--- src/rtl/product_bcd_pkg.sv ---
// Shared types and constants for the signed-product to sign + packed BCD converter.
// Optional blanking of leading zero digits is enabled by PRODUCT_BCD_BLANK_EN.
package product_bcd_pkg;

  typedef enum logic [1:0] {
    IDLE  = 2'd0,
    ABS   = 2'd1,
    SHIFT = 2'd2,
    DONE  = 2'd3
  } state_t;

  localparam int          DIGIT_W        = 4;
  localparam int          ADD3_THRESHOLD = 5;
  localparam logic [3:0]  BLANK_CODE     = 4'hF;

  // Bits needed to hold values 0..value-1.
  function automatic int clog2(input int value);
    int r;
    int v;
    r = 0;
    v = value - 1;
    while (v > 0) begin
      r++;
      v = v >> 1;
    end
    return r;
  endfunction

endpackage

--- src/rtl/bcd_add3_digit.sv ---
// One double-dabble correction cell: a BCD digit of 5 or more gets +3 before the shift.
module bcd_add3_digit
  import product_bcd_pkg::*;
(
  input  logic [DIGIT_W-1:0] digit_in,
  output logic [DIGIT_W-1:0] digit_out
);

  assign digit_out = (digit_in >= DIGIT_W'(ADD3_THRESHOLD)) ? digit_in + DIGIT_W'(3) : digit_in;

endmodule

--- src/rtl/product_bcd_converter.sv ---
// Captures a two's-complement product and converts it to sign + packed BCD by double-dabble.
// Define PRODUCT_BCD_BLANK_EN to show leading zero digits (except digit 0) as the blank code.
module product_bcd_converter
  import product_bcd_pkg::*;
#(
  parameter int WIDTH  = 17,
  parameter int DIGITS = 5
) (
  input  logic                      clock,
  input  logic                      reset,
  input  logic                      start,
  input  logic [WIDTH-1:0]          res_in,
  output logic                      busy,
  output logic                      done,
  output logic                      sinal_out,
  output logic [DIGIT_W*DIGITS-1:0] bcd,
  output state_t                    state_dbg
);

  // Handshake: start is taken only while busy is low; busy stays high from the
  // capture edge until the cycle after the one-cycle done pulse. Results on
  // bcd/sinal_out are valid from done and held until the next completion.

  localparam int CNT_W = clog2(WIDTH + 1);
  localparam int BCD_W = DIGIT_W * DIGITS;

  state_t             state;
  logic [WIDTH-1:0]   cap_q;
  logic [WIDTH-1:0]   bin_q;
  logic               sign_q;
  logic [BCD_W-1:0]   acc_q;
  logic [BCD_W-1:0]   bcd_q;
  logic [CNT_W-1:0]   cnt_q;
  logic               sinal_q;
  logic               busy_q;
  logic               done_q;

  logic [WIDTH-1:0]   magnitude;
  logic [BCD_W-1:0]   acc_adj;
  logic [BCD_W-1:0]   acc_shift;
  logic               last_iter;

  // The most negative value negates to itself, which read unsigned is 2^(WIDTH-1).
  assign magnitude = sign_q ? (~cap_q + WIDTH'(1)) : cap_q;

  for (genvar g = 0; g < DIGITS; g++) begin : g_add3
    bcd_add3_digit u_add3 (
      .digit_in  (acc_q[g*DIGIT_W +: DIGIT_W]),
      .digit_out (acc_adj[g*DIGIT_W +: DIGIT_W])
    );
  end

  assign acc_shift = {acc_adj[BCD_W-2:0], bin_q[WIDTH-1]};
  assign last_iter = (cnt_q == CNT_W'(WIDTH - 1));

  always_ff @(posedge clock) begin
    if (reset) begin
      state   <= IDLE;
      cap_q   <= '0;
      bin_q   <= '0;
      sign_q  <= 1'b0;
      acc_q   <= '0;
      bcd_q   <= '0;
      cnt_q   <= '0;
      sinal_q <= 1'b0;
      busy_q  <= 1'b0;
      done_q  <= 1'b0;
    end else begin
      case (state)
        IDLE: begin
          done_q <= 1'b0;
          if (start) begin
            cap_q  <= res_in;
            sign_q <= res_in[WIDTH-1];
            busy_q <= 1'b1;
            state  <= ABS;
          end
        end
        ABS: begin
          bin_q <= magnitude;
          acc_q <= '0;
          cnt_q <= '0;
          state <= SHIFT;
        end
        SHIFT: begin
          acc_q <= acc_shift;
          bin_q <= {bin_q[WIDTH-2:0], 1'b0};
          cnt_q <= cnt_q + CNT_W'(1);
          if (last_iter) begin
            bcd_q   <= acc_shift;
            sinal_q <= sign_q;
            done_q  <= 1'b1;
            state   <= DONE;
          end
        end
        DONE: begin
          done_q <= 1'b0;
          busy_q <= 1'b0;
          state  <= IDLE;
        end
        default: state <= IDLE;
      endcase
    end
  end

  assign busy      = busy_q;
  assign done      = done_q;
  assign sinal_out = sinal_q;
  assign state_dbg = state;

`ifdef PRODUCT_BCD_BLANK_EN
  logic [BCD_W-1:0] bcd_disp;
  logic             seen_nonzero;

  // Scan from the top digit down; digit 0 is never blanked.
  always_comb begin
    bcd_disp     = bcd_q;
    seen_nonzero = 1'b0;
    for (int i = DIGITS - 1; i >= 1; i--) begin
      if (!seen_nonzero && (bcd_q[i*DIGIT_W +: DIGIT_W] == '0)) begin
        bcd_disp[i*DIGIT_W +: DIGIT_W] = BLANK_CODE;
      end else begin
        seen_nonzero = 1'b1;
      end
    end
  end

  assign bcd = bcd_disp;
`else
  assign bcd = bcd_q;
`endif

endmodule
--- config.mk ---
export PLATFORM = sky130hd
export DESIGN_NAME = product_bcd_converter
export DESIGN_NICKNAME = d
export VERILOG_FILES = /design/src/rtl/product_bcd_pkg.sv /design/src/rtl/bcd_add3_digit.sv /design/src/rtl/product_bcd_converter.sv
export SDC_FILE = /design/constraint.sdc
export NUM_CORES = 1
export LEC_CHECK = 0
export CELL_PAD_IN_SITES_DETAIL_PLACEMENT = 1
export CELL_PAD_IN_SITES_GLOBAL_PLACEMENT = 2
export CORE_MARGIN = 2
export CORE_UTILIZATION = 30
export DETAILED_ROUTE_END_ITERATION = 8
export PLACE_DENSITY_LB_ADDON = 0.1
export SKIP_LAST_GASP = 1
export SLEW_MARGIN = 20
export SYNTH_ARGS = -nofsm -noshare
export SYNTH_HDL_FRONTEND = slang
export SYNTH_SLANG_ARGS = --single-unit
--- constraint.sdc ---
create_clock -name clock -period 1.8 [get_ports clock]
set_input_delay 0.27 -clock clock [delete_from_list [all_inputs] [get_ports clock]]
set_output_delay 0.27 -clock clock [all_outputs]
set_load 0.01 [all_outputs]
==> results of run 1 <==
## report_power, final
part | total, W | internal (W) | leakage, nW | switching (W)
combinational | 0.00260 | 0.00115 | 1.11 | 0.00145
sequential | 0.00222 | 0.00207 | 0.682 | 0.000153
clock | 0.00179 | 0.00106 | 0.135 | 0.000730
total | 0.00661 | 0.00428 | 1.93 | 0.00233
## worst max-delay path, delay by kind of cell (launching register included)
family	cells	cell delay, ns
and+or+nand+nor	3	0.76
DFF	1	0.32
muxes	1	0.36
AOI/OAI and AO/OA	1	0.15
## stage by stage
| stage | power (W) | TNS [ns] | hold slack [ns] | util (%) | area, um2 |
|---|---|---|---|---|---|
| floorplan | 0.00404 | 0 | 0.406 | - | 4190 |
| detailed placement | 0.00483 | 0 | 0.447 | 35.7 | 4920 |
| finish | 0.00661 | 0 | 0.304 | 38.1 | 5250 |
| global route | 0.00709 | -0.00207 | 0.332 | 38.1 | 5250 |
| global placement | 0.00477 | 0 | 0.443 | 35.7 | 4920 |
| CTS | 0.00667 | 0 | 0.293 | 37.7 | 5200 |
## sequential cells by signal, indices dropped and copies added (netlist names)
register	cells
acc_q	20
bcd	20
bin_q	17
busy	1
cap_q	17
cnt_q	5
done	1
sinal_out	1
state_dbg	2
## what timing repair did
item | CTS | global route
gates resized for setup | 1 | 12
pin swaps | 0 | 0
hold buffers | 0 | 0
endpoints found under the setup margin | 3 | 14
## per-layer routing
metal	part of all wire, %	GRT usage (%)	up-vias	wire length, um
met5	0	0	-	0
met4	2.0	6.75	0	218
met3	2.6	2.39	13	284
met2	48	26.7	49	5230
met1	47	19.3	1742	5050
li1	-	-	1853	-
## kinds of logic (layout without fill, tap and decap cells)
family,count (synthesis),in the layout,share of synthesized area (%)
flops,84,84,40.2
fa+ha+maj,17,17,5.08
xor+xnor,19,19,3.98
simple gates,200,200,22.6
buf+inv,54,112,6.64
compound gates,123,123,18.1
mux,14,14,3.41
## layout by cell type (no fill, tap or decap), types with 3 or more instances in the layout
| master | synthesis | layout |
|---|---|---|
| nand2_1 | 87 | 87 |
| dfxtp_1 | 84 | 83 |
| a21oi_1 | 58 | 57 |
| nor2_1 | 44 | 44 |
| clkdlybuf4s50_1 | 0 | 43 |
| buf_4 | 0 | 28 |
| inv_1 | 21 | 21 |
| nand2b_1 | 19 | 19 |
| o21ai_0 | 19 | 18 |
| ha_1 | 17 | 16 |
| nor2b_1 | 12 | 12 |
| mux2i_1 | 12 | 12 |
| nor3_1 | 10 | 10 |
| xnor2_1 | 10 | 10 |
| a2bb2oi_1 | 10 | 10 |
| xor2_1 | 9 | 9 |
| clkbuf_16 | 0 | 9 |
| o31ai_1 | 7 | 6 |
| o22ai_1 | 5 | 5 |
| nor3b_1 | 5 | 5 |
| a32oi_1 | 5 | 5 |
| a211oi_1 | 5 | 4 |
| a31oi_1 | 4 | 4 |
| o21ai_1 | 2 | 3 |
| nand3_1 | 3 | 3 |
| nand4_1 | 3 | 3 |
| buf_6 | 3 | 3 |
## worst max-delay path by stage
stage / startpoint / to / slack [ns] / cells past startpoint
3_3_place_gp: cap_q[2] / bin_q[15] / 0.08 / 7
4_1_cts: cap_q[2] / bin_q[13] / 0.03 / 7
5_1_grt: cnt_q[0] / bcd[15] / -0.002 / 8
2_1_floorplan: cap_q[2] / bin_q[9] / 0.02 / 6
3_5_place_dp: cap_q[2] / bin_q[14] / 0.008 / 7
6_report: cap_q[2] / bin_q[9] / 0.1 / 5
## final cells by class
cell class	count	area share, %
sequential	84	32.1
clock inverter	3	0.763
clock buffer	11	4.44
timing repair buffer	77	13.7
multi-input combinational	373	43.2
tap	180	4.29
inverter	21	1.50
==> results.json, run 1 <==
{
  "cts_htree_levels": 3,
  "grt_pass1_wl_um": 18300,
  "wl_um": 10800,
  "syn_inst": 511,
  "syn_area_um2": 4190,
  "antenna_cells": 0,
  "multiInputGateArea_um2": 2270,
  "grt_usage_pct": 15.6,
  "hold_viol": 0,
  "critPathKind": "flop to flop",
  "crit_fanout": 2,
  "end_kind": "flop",
  "start_util_pct": 30.4,
  "dp_cells": 735,
  "slowest_stage": "or4_4",
  "required_ns": 2.02,
  "dieArea_um2": 14900,
  "post_cts_buffers": 0,
  "slew_headroom_pct": 76.1,
  "seq_area_um2": 1680,
  "synth_seq_cells": 84,
  "outcome": "finished, final reports clean",
  "core-area_um2": 13800,
  "dp_hpwl_um": 7660,
  "worst_pin_slew_ns": 0.354,
  "die_h_um": 122,
  "synthFlopType": "dfxtp_1",
  "fin_ws_ns": 0.0952,
  "r2r_cells": 5,
  "hold_class": "input pin to flop",
  "fin_nets": 603,
  "fmax_mhz": 587,
  "cts_tree": "done",
  "path_clk_slew_ns": 0.06,
  "rsz0062_at_grt": "true",
  "synth_cell_types": 50,
  "clk_path_buf_depth": 2,
  "max_stage_delay_ns": 0.55,
  "syn-num-nets": 548,
  "cp.arrival_ns": 1.92,
  "yosysTopAreaCellShare_pct": 40.2,
  "drc": 0,
  "nFillCells": 1654,
  "pwr_density_cell_nw_per_um2": 1260,
  "drt-pass1-iter-count": 4,
  "viasPerCell": 4.88,
  "synth_area_leaders": "dfxtp_1 (40%), nand2_1 (7.8%), a21oi_1 (6.9%), ha_1 (5.1%), nor2_1 (3.9%)",
  "vdd_drop_max_mv": 0.524,
  "seq_area_frac_synth_pct": 40.2,
  "regToRegEndpoint": "bin_q[9]",
  "detail_route.iter0.violations": 141,
  "final_cells": 749,
  "route.vias.total": 3657,
  "overflow": 0,
  "cts_buffers": 9,
  "leakagePower_nw": 1.93,
  "clkSinkCount": 84,
  "ys_warn_count": 0,
  "yosysMostFrequentCell": "nand2_1",
  "cp_cell_sequence": "or4_4, nor4_2, mux2_1, a21oi_2, nor3_2",
  "r2r_slack_ns": 0.1,
  "async_flop_share_pct": 0,
  "min_path_cells": 2,
  "maxCapViolations": 0,
  "r2r_start": "cap_q[2]",
  "ant_nets": 0,
  "final.period_utilization_pct": 94.7,
  "dp_worst_setup_slack_ns": 0.00774,
  "avgSynthCellArea_um2": 8.19,
  "wire_per_inst_um": 14.4,
  "synth_area_leader_cell": "dfxtp_1",
  "drive_gt1_share_pct": 11.1,
  "die_x_um": 122,
  "drv_slew": 0,
  "pin_count": 45,
  "setup_viol": 0,
  "area_growth_pct": 25.3,
  "port-buffer-count": 44,
  "worstHoldEndpoint": "bin_q[11]",
  "grt_pass1_vias": 3724,
  "clockRootBuffer": "clkbuf_16",
  "antenna_found_initial": 0,
  "synth-edff-count": 0,
  "start_kind": "flop",
  "min_from": "reset",
  "grt_max_degree": 26,
  "num_rows": 43,
  "ys_top_cells_by_count": "nand2_1 (87), dfxtp_1 (84), a21oi_1 (58), nor2_1 (44), inv_1 (21)",
  "min_period_ns": 1.70,
  "finClkSkew_ns": 0.00554,
  "clock_latency_ns": 0.34,
  "gp_congestion": 0.765
}
No activity file was read; power rests on OpenSTA's default activity.
==> run 2: changes to the inputs <==
--- a/config.mk
+++ b/config.mk
@@ -15,4 +15,5 @@
 export SLEW_MARGIN = 20
 export SYNTH_ARGS = -nofsm -noshare
 export SYNTH_HDL_FRONTEND = slang
+export SYNTH_HIERARCHICAL = 1
 export SYNTH_SLANG_ARGS = --single-unit
==> run 2 against run 1 <==
Wire length rose by 3.0%. Critical path depth fell by 1. Cell count rose by 5.7%. Clock power rose by 12%. Setup slack got worse by 0.061 ns. Clock-buffer cell count did not move. Utilization rose by 1.5 points. Design area rose by 4.3%. Non-clock buffer count rose by 6. Clock skew rose by 0.0016 ns. Power rose by 6.7%. Global-route usage rose by 0.21 points. Highest routed layer unchanged.
==> results.json, run 2 <==
{
  "fmax_mhz": 566,
  "drv_slew": 0,
  "route.vias.total": 3846,
  "num_rows": 43,
  "grt_pass1_vias": 3884,
  "regToRegEndpoint": "bin_q[13]",
  "die_x_um": 123,
  "ys_warn_count": 6,
  "avgSynthCellArea_um2": 7.70,
  "layout_common_cells": "nand2_1 (107), dfxtp_1 (80), a21oi_1 (73)",
  "clk_path_buf_depth": 2,
  "drt-pass1-iter-count": 4,
  "r2r_cells": 4,
  "r2r_slack_ns": 0.03,
  "antenna_cells": 0,
  "min_from": "reset",
  "core-area_um2": 13800,
  "cp.arrival_ns": 2.05,
  "start_util_pct": 30.6,
  "final.setup.tns_ns": 0,
  "overflow": 0,
  "final_util_pct": 39.6,
  "gp_congestion": 0.756,
  "end_kind": "flop",
  "hold_viol": 0,
  "finClkSkew_ns": 0.00719,
  "slew_headroom_pct": 72.8,
  "syn_area_um2": 4230,
  "worst_pin_slew_ns": 0.398,
  "clock_latency_ns": 0.35,
  "min_period_ns": 1.77,
  "critPathKind": "flop to flop",
  "antenna_found_initial": 0,
  "hold_ws_ns": 0.299,
  "detail_route.iter0.violations": 167,
  "leakagePower_nw": 1.98,
  "port-buffer-count": 44,
  "viasPerCell": 4.86,
  "start_kind": "flop",
  "outcome": "finished, final reports clean",
  "syn_inst": 549,
  "required_ns": 2.09,
  "hold_class": "input pin to flop",
  "r2r_start": "cap_q[8]",
  "rsz0062_at_grt": "true",
  "pin_count": 45,
  "grt_usage_pct": 15.8,
  "cts_buffers": 9,
  "die_h_um": 123,
  "dp_hpwl_um": 7880,
  "maxCapViolations": 0,
  "min_path_cells": 2,
  "vdd_drop_max_mv": 0.483,
  "worstHoldEndpoint": "bin_q[9]",
  "path_clk_slew_ns": 0.06,
  "wl_um": 11100,
  "drive_gt1_share_pct": 13.7,
  "grt_max_degree": 46,
  "cts_htree_levels": 3,
  "clockRootBuffer": "clkbuf_16",
  "ant_nets": 0,
  "final.period_utilization_pct": 98.1,
  "clkSinkCount": 84,
  "area_growth_pct": 29.4,
  "grt_pass1_wl_um": 18700,
  "drc": 0,
  "dp_cells": 774,
  "final_cells": 792,
  "wire_per_inst_um": 14.0,
  "fin_nets": 644,
  "cts_tree": "done",
  "crit_fanout": 6,
  "dieArea_um2": 15100,
  "final_common_cell": "nand2_1",
  "syn-num-nets": 586,
  "pwr_density_cell_nw_per_um2": 1290,
  "setup_viol": 0
}
run 2: routing by layer:
metal / wire [um] / vias to the layer above / track usage [%]
met2: 5600 / 37 / 28.0
met3: 254 / 12 / 3.35
met4: 202 / 0 / 6.54
met5: 0 / - / 0
li1: - / 1983 / -
met1: 5040 / 1814 / 18.2
run 2: where the power goes:
group | total, W | switching, W | leakage [nW] | internal, W
clock network | 0.00201 | 0.000765 | 0.159 | 0.00125
logic | 0.00283 | 0.00156 | 1.14 | 0.00128
registers | 0.00221 | 0.000135 | 0.682 | 0.00207
run 2: layout make-up:
cell class | instances | area, um2
fill | 1662 | 8360
multi-input combinational | 406 | 2410
sequential | 84 | 1690
timing repair buffer | 83 | 744
clock buffer | 11 | 243
tap | 180 | 225
inverter | 23 | 86.3
clock inverter | 5 | 75.1
run 2: stage by stage:
stage	power [W]	cell area (um2)	setup slack, ns
floorplan	0.00398	4260	-0.00923
global placement	0.00489	5070	-0.0228
detailed placement	0.00495	5070	-0.0588
CTS	0.00707	5410	0.00315
global route	0.00755	5470	-0.0322
finish	0.00705	5470	0.0343
run 2: worst max path at each step:
stage                   start   endpoint  slack [ns]  depth (start not counted)
global route         cap_q[5]  bin_q[10]       -0.03                          5
finish               cap_q[8]  bin_q[13]        0.03                          4
CTS                 cap_q[11]  bin_q[13]       0.003                          4
detailed placement   cap_q[5]  bin_q[10]       -0.06                          5
floorplan            cap_q[5]  bin_q[15]      -0.009                          5
global placement     cap_q[5]  bin_q[12]       -0.02                          5
run 2: worst max-delay path: stages (launching register included):
cell     delay [ns]
dfxtp_1        0.31
or3_4          0.38
or3_4          0.41
or4_4          0.53
nand3_2        0.08
run 2: timing repair:
action | CTS | global route
pin swaps | 0 | 4
resized for setup | 5 | 8
hold buffers | 0 | 0
setup buffers | 0 | 2
setup endpoints to repair | 9 | 18
